**src/rtl/ex_mem_loader_if.sv**
```systemverilog
// ex_mem_loader_if: word stream in plus paired-word load buses out to the riscv external memory port
interface ex_mem_loader_if #(parameter int DATA_W = 32, parameter int DM_ADDRESS = 9);
  logic                  s_valid;
  logic [DATA_W-1:0]     s_data;
  logic                  s_ready;
  logic                  enable_load_ex_mem;
  logic [DM_ADDRESS-1:0] InstExMemAddress;
  logic [DATA_W-1:0]     InstExMemData1;
  logic [DATA_W-1:0]     InstExMemData2;
  logic [DM_ADDRESS-1:0] DataExMemAddress;
  logic [DATA_W-1:0]     DataExMemData1;
  logic [DATA_W-1:0]     DataExMemData2;
  modport master (
    input  s_valid, s_data,
    output s_ready, enable_load_ex_mem,
    output InstExMemAddress, InstExMemData1, InstExMemData2,
    output DataExMemAddress, DataExMemData1, DataExMemData2
  );
  modport slave (
    output s_valid, s_data,
    input  s_ready, enable_load_ex_mem,
    input  InstExMemAddress, InstExMemData1, InstExMemData2,
    input  DataExMemAddress, DataExMemData1, DataExMemData2
  );
endinterface

```
**src/rtl/ex_mem_loader.sv**
```systemverilog
// ex_mem_loader: packs a 32-bit word stream into pairs and strobes them into riscv inst/data memory
module ex_mem_loader #(
  parameter int                 DATA_W     = 32,
  parameter int                 DM_ADDRESS = 9,
  parameter logic [DATA_W-1:0]  PAD_WORD   = 32'h00000013
) (
  input  logic                  clk,
  input  logic                  reset,
  input  logic                  start,
  input  logic                  abort,
  input  logic                  mem_sel,
  input  logic [DM_ADDRESS-1:0] base_addr,
  input  logic [DM_ADDRESS:0]   word_count,
  ex_mem_loader_if.master       bus,
  output logic                  busy,
  output logic                  done,
  output logic                  err
);
  typedef enum logic [2:0] {IDLE, W1, W2, WR, FIN} state_t;
  state_t state, nxt;
  logic                  msel;
  logic [DM_ADDRESS-1:0] addr;
  logic [DM_ADDRESS:0]   rem;
  logic [DATA_W-1:0]     d1, d2;
  logic [DM_ADDRESS+1:0] end_addr;
  logic                  bad, hs, last;
  assign end_addr = {2'b00, base_addr} + {1'b0, word_count};
  assign bad      = base_addr[0] | (end_addr > {2'b01, {DM_ADDRESS{1'b0}}});
  assign hs       = bus.s_valid & bus.s_ready;
  assign last     = rem == {{DM_ADDRESS{1'b0}}, 1'b1};
  always_ff @(posedge clk or negedge reset) begin
    if (!reset) state <= IDLE;
    else state <= nxt;
  end
  always_comb begin
    nxt = state;
    if (abort) nxt = IDLE;
    else
      case (state)
        IDLE:    nxt = start ? ((bad || word_count == '0) ? FIN : W1) : IDLE;
        W1:      nxt = hs ? (last ? WR : W2) : W1;
        W2:      nxt = hs ? WR : W2;
        WR:      nxt = (rem == '0) ? FIN : W1;
        FIN:     nxt = IDLE;
        default: nxt = IDLE;
      endcase
  end
  // abort suppresses every visible effect in the cycle it is seen
  always_comb begin
    bus.s_ready            = (state == W1 || state == W2) && !abort;
    bus.enable_load_ex_mem = (state == WR) && !abort;
    done                   = (state == FIN) && !abort;
    busy                   = state == W1 || state == W2 || state == WR;
    bus.InstExMemAddress   = msel ? '0 : addr;
    bus.InstExMemData1     = msel ? '0 : d1;
    bus.InstExMemData2     = msel ? '0 : d2;
    bus.DataExMemAddress   = msel ? addr : '0;
    bus.DataExMemData1     = msel ? d1 : '0;
    bus.DataExMemData2     = msel ? d2 : '0;
  end
  always_ff @(posedge clk or negedge reset) begin
    if (!reset) begin
      msel <= 1'b0;
      addr <= '0;
      rem  <= '0;
      d1   <= '0;
      d2   <= '0;
      err  <= 1'b0;
    end else if (!abort) begin
      case (state)
        IDLE: if (start) begin
          msel <= mem_sel;
          addr <= base_addr;
          rem  <= word_count;
          err  <= bad;
        end
        W1: if (hs) begin
          d1  <= bus.s_data;
          rem <= rem - 1'b1;
          if (last) d2 <= PAD_WORD;
        end
        W2: if (hs) begin
          d2  <= bus.s_data;
          rem <= rem - 1'b1;
        end
        WR: addr <= addr + DM_ADDRESS'(2);
        default: ;
      endcase
    end
  end
endmodule

```
**src/flat_wrapper.sv**
```systemverilog
// flat-port wrapper written by rule: the top's interface ports become plain ports
module ex_mem_loader_flat 
#(
  parameter int                 DATA_W     = 32,
  parameter int                 DM_ADDRESS = 9,
  parameter logic [DATA_W-1:0]  PAD_WORD   = 32'h00000013
)
  (clk, reset, start, abort, mem_sel, base_addr, word_count, busy, done, err, bus_s_valid, bus_s_data, bus_s_ready, bus_enable_load_ex_mem, bus_InstExMemAddress, bus_InstExMemData1, bus_InstExMemData2, bus_DataExMemAddress, bus_DataExMemData1, bus_DataExMemData2);
  ex_mem_loader_if #(.DATA_W(DATA_W), .DM_ADDRESS(DM_ADDRESS)) bus_i ();
  input  logic clk;
  input  logic reset;
  input  logic start;
  input  logic abort;
  input  logic mem_sel;
  input  logic [DM_ADDRESS-1:0] base_addr;
  input  logic [DM_ADDRESS:0] word_count;
  output logic busy;
  output logic done;
  output logic err;
  input wire logic [$bits(bus_i.s_valid)-1:0] bus_s_valid;
  input wire logic [$bits(bus_i.s_data)-1:0] bus_s_data;
  output wire logic [$bits(bus_i.s_ready)-1:0] bus_s_ready;
  output wire logic [$bits(bus_i.enable_load_ex_mem)-1:0] bus_enable_load_ex_mem;
  output wire logic [$bits(bus_i.InstExMemAddress)-1:0] bus_InstExMemAddress;
  output wire logic [$bits(bus_i.InstExMemData1)-1:0] bus_InstExMemData1;
  output wire logic [$bits(bus_i.InstExMemData2)-1:0] bus_InstExMemData2;
  output wire logic [$bits(bus_i.DataExMemAddress)-1:0] bus_DataExMemAddress;
  output wire logic [$bits(bus_i.DataExMemData1)-1:0] bus_DataExMemData1;
  output wire logic [$bits(bus_i.DataExMemData2)-1:0] bus_DataExMemData2;
  assign bus_i.s_valid = bus_s_valid;
  assign bus_i.s_data = bus_s_data;
  assign bus_s_ready = bus_i.s_ready;
  assign bus_enable_load_ex_mem = bus_i.enable_load_ex_mem;
  assign bus_InstExMemAddress = bus_i.InstExMemAddress;
  assign bus_InstExMemData1 = bus_i.InstExMemData1;
  assign bus_InstExMemData2 = bus_i.InstExMemData2;
  assign bus_DataExMemAddress = bus_i.DataExMemAddress;
  assign bus_DataExMemData1 = bus_i.DataExMemData1;
  assign bus_DataExMemData2 = bus_i.DataExMemData2;
  ex_mem_loader #(.DATA_W(DATA_W), .DM_ADDRESS(DM_ADDRESS), .PAD_WORD(PAD_WORD)) u_core (.clk(clk), .reset(reset), .start(start), .abort(abort), .mem_sel(mem_sel), .base_addr(base_addr), .word_count(word_count), .bus(bus_i), .busy(busy), .done(done), .err(err));
endmodule
```
**config.mk**
```make
export PLATFORM = sky130hd
export DESIGN_NAME = ex_mem_loader_flat
export DESIGN_NICKNAME = d
export VERILOG_FILES = /design/src/rtl/ex_mem_loader_if.sv /design/src/rtl/ex_mem_loader.sv /design/src/flat_wrapper.sv
export SDC_FILE = /design/constraint.sdc
export NUM_CORES = 1
export LEC_CHECK = 0
export CORE_UTILIZATION = 35
export CTS_BUF_LIST = sky130_fd_sc_hd__clkbuf_8 sky130_fd_sc_hd__clkbuf_16
export CTS_CLUSTER_DIAMETER = 120
export CTS_CLUSTER_SIZE = 16
export DETAILED_ROUTE_END_ITERATION = 6
export PLACE_DENSITY = 0.67
export SLEW_MARGIN = 40
export SYNTH_ARGS = -nofsm -noshare
export SYNTH_HDL_FRONTEND = slang
export SYNTH_SLANG_ARGS = --single-unit
```
**constraint.sdc**
```tcl
create_clock -name clk -period 4.4 [get_ports clk]
set_input_delay 1.1 -clock clk [delete_from_list [all_inputs] [get_ports clk]]
set_output_delay 1.1 -clock clk [all_outputs]
set_load 0.02 [all_outputs]
```
==> metrics <==
hold slack 0.500 ns; Top FF cell, synth dfrtp_1; FMAX 260 MHz; Crit Path Class in2out; DR vias/cell 5.02; final hold violation count 0; row cnt 44; met3 WL post-DR 786 µm; Die Area 0.0154 mm²; Starting Density 0.360; RSZ-0062 raised after global routing false; maximum VDD drop 0.000204 V; asr flop ratio synth 1.00; Bufs on Longest Clock Path 2; Final #Nets 826; first-pass GRT wire length 25100 µm; # hold bufs at CTS 0; Synthesized Nets 630; Slew @ Worst Pin 0.590 ns; CP endpoint kind output pin; startpoint class of the critical path primary input; Layout area overhead 49.9%; final setup vio count 0; clk slew on worst S/H paths 0.06 ns; n_diodes 0; vias in the first global route 4645; DRT met1 WL 6760 µm; final worst path period share 0.873; Yosys cell types 52; Final TNS setup 0 ns; slew margin rel. 0.607; Max-cap violations 0; Die W 124 µm; gate count after technology mapping 560; wire length on met2 7680 µm; DR iter-0 viols 275; core area 0.0145 mm²; Hold Crit Class reg2reg; clk sinks 88; crit path max fanout 8; status complete, no violations; Seq/Total Area, Yosys 0.421; area fraction of the dominant cell type after synthesis 0.421; GRT Total Usage 0.203; routed wire length 15500 µm; CP arrival 2.74 ns; remaining antenna violation count 0; Power, Total 3.35 mW; IO Count 208; largest net degree at the start of global routing 64; Post-CTS Resized 0; drt first pass iters 5; synthesis-stage register bit count 88; PD cells 428 mW/mm²; H-tree levels 3; TritonCTS Buffers 9; total gr overflow 0; chip height 124 µm; total number of vias 4734; skew final 0.00472 ns; number of synthesized flops with an enable pin 0; fin crit period 3.84 ns; YS warnings 0; Post-CTS Setup Inserts 0; initial antenna violation count 0; share of layout cells above drive strength 1 0.0856; # DRC 0; Clock Latency Late Sink 0.34 ns; Fill cells 1297; post-DP HPWL 12100 µm; Leakage 3.30 nW; main area contributors after synthesis dfrtp_1 (42%), nor2b_1 (8.9%), and2_1 (8.7%); cell area after synthesis 0.00523 mm²; syn avg cell area 9.33 µm²; cell at the root of the clock tree clkbuf_16; Max Slew Vio Count 0; CTS tree yes; largest area contributor in the netlist dfrtp_1; highest metal layer with signal wires met4; DR WL/cell 16.4 µm; # port buffers 207; Worst EP required 3.30 ns; gpl congestion 0.852
==> through the flow <==
| stage | worst slack, ns | cells | utilization | area, µm² |
|---|---|---|---|---|
| 2_1_floorplan | 1.23 | 560 | - | 5230 |
| 3_3_place_gp | 0.583 | 927 | 0.514 | 7480 |
| 3_5_place_dp | 0.553 | 929 | 0.518 | 7520 |
| 4_1_cts | 0.564 | 943 | 0.539 | 7830 |
| 5_1_grt | 0.471 | 943 | 0.539 | 7840 |
| 6_report | 0.558 | 943 | 0.539 | 7840 |
==> synth_stat cells, types with 2 or more instances <==
cell type  instances
dfrtp_1           88
nor2b_1           74
and2_1            73
nor2_1            35
nand2_1           34
mux2_2            32
a21oi_1           30
a22o_1            30
clkbuf_1          29
o21ai_0           18
nand3_1           13
ha_1              12
inv_1             12
nor3_1             9
mux2i_1            5
nand2b_1           5
o22ai_1            5
nand3b_1           4
and3_1             3
buf_1              3
nor4_1             3
o211ai_1           3
xnor2_1            3
a221oi_1           2
a22oi_1            2
a32oi_1            2
nand4_1            2
nor3b_1            2
nor4b_1            2
o32ai_1            2
or3_1              2
==> routing by layer <==
layer	global-route usage	vias up
li1	-	2334
met1	0.256	2217
met2	0.348	167
met3	0.0379	16
met4	0.0687	0
met5	0	-
==> final timing paths <==
kind / startpoint / endpoint / slack [ns] / cells past startpoint
worst max-delay path: abort / bus_enable_load_ex_mem / 0.56 / 5
worst min-delay path: u_core.rem[6]$_DFFE_PN0P_ / u_core.rem[6]$_DFFE_PN0P_ / 0.50 / 2
worst max register to register: u_core.rem[4]$_DFFE_PN0P_ / u_core.d2[7]$_DFFE_PN0P_ / 2.11 / 6
worst min register to register: u_core.rem[6]$_DFFE_PN0P_ / u_core.rem[6]$_DFFE_PN0P_ / 0.50 / 2
max in group asynchronous: reset / u_core.d1[0]$_DFFE_PN0P_ / 2.89 / 2
min in group asynchronous: reset / u_core.rem[0]$_DFFE_PN0P_ / 0.74 / 1
==> state kept, by name, indices dropped and copies added (netlist names) <==
| name | count |
|---|---|
| u_core.state | 3 |
| u_core.rem | 10 |
| u_core.msel | 1 |
| u_core.d2 | 32 |
| u_core.d1 | 32 |
| u_core.addr | 9 |
| u_core.err | 1 |
==> cells in the final DEF, fill, tap and decap left out, types with 13 or more instances in the layout <==
cell               n
dfrtp_1           87
o21ai_0           18
a21oi_1           30
nor2b_1           74
inv_1             13
mux2_2            32
nor2_1            35
clkdlybuf4s50_1  206
a22o_1            30
and2_1            73
nand2_1           34
==> where the power goes <==
part           switching [mW]  internal, mW  leakage [nW]
Sequential              0.169         0.984          1.12
Clock                   0.303         0.504         0.152
Combinational           0.682         0.709          2.03
Total                    1.15          2.20          3.30
==> worst max-delay path: stages <==
cell and delay (ns):
clkdlybuf4s50_1 0.41, inv_1 0.23, nand2_1 0.17, inv_1 0.20
clkdlybuf4s50_1 0.64
==> cells by family (layout without fill, tap and decap cells) <==
group,Yosys count,after routing,synth area share
buffers and inverters,44,243,0.0316
AO/OA/AOI/OAI,108,108,0.145
AND/OR/NAND/NOR,266,266,0.285
flip-flops,88,88,0.421
XOR/XNOR,4,4,0.00670
multiplexers,37,37,0.0785
adder cells (fa/ha/maj),13,13,0.0326
==> final cells by class <==
class,count,area (µm²),share of cell area
multi-input combinational,428,2870,0.367
clock buffer,10,239,0.0305
tap,184,230,0.0294
clock inverter,4,71.3,0.00910
timing repair buffer,217,2170,0.277
sequential,88,2210,0.281
inverter,12,45.0,0.00575
Note: power is estimated with default switching activity, not from simulation.
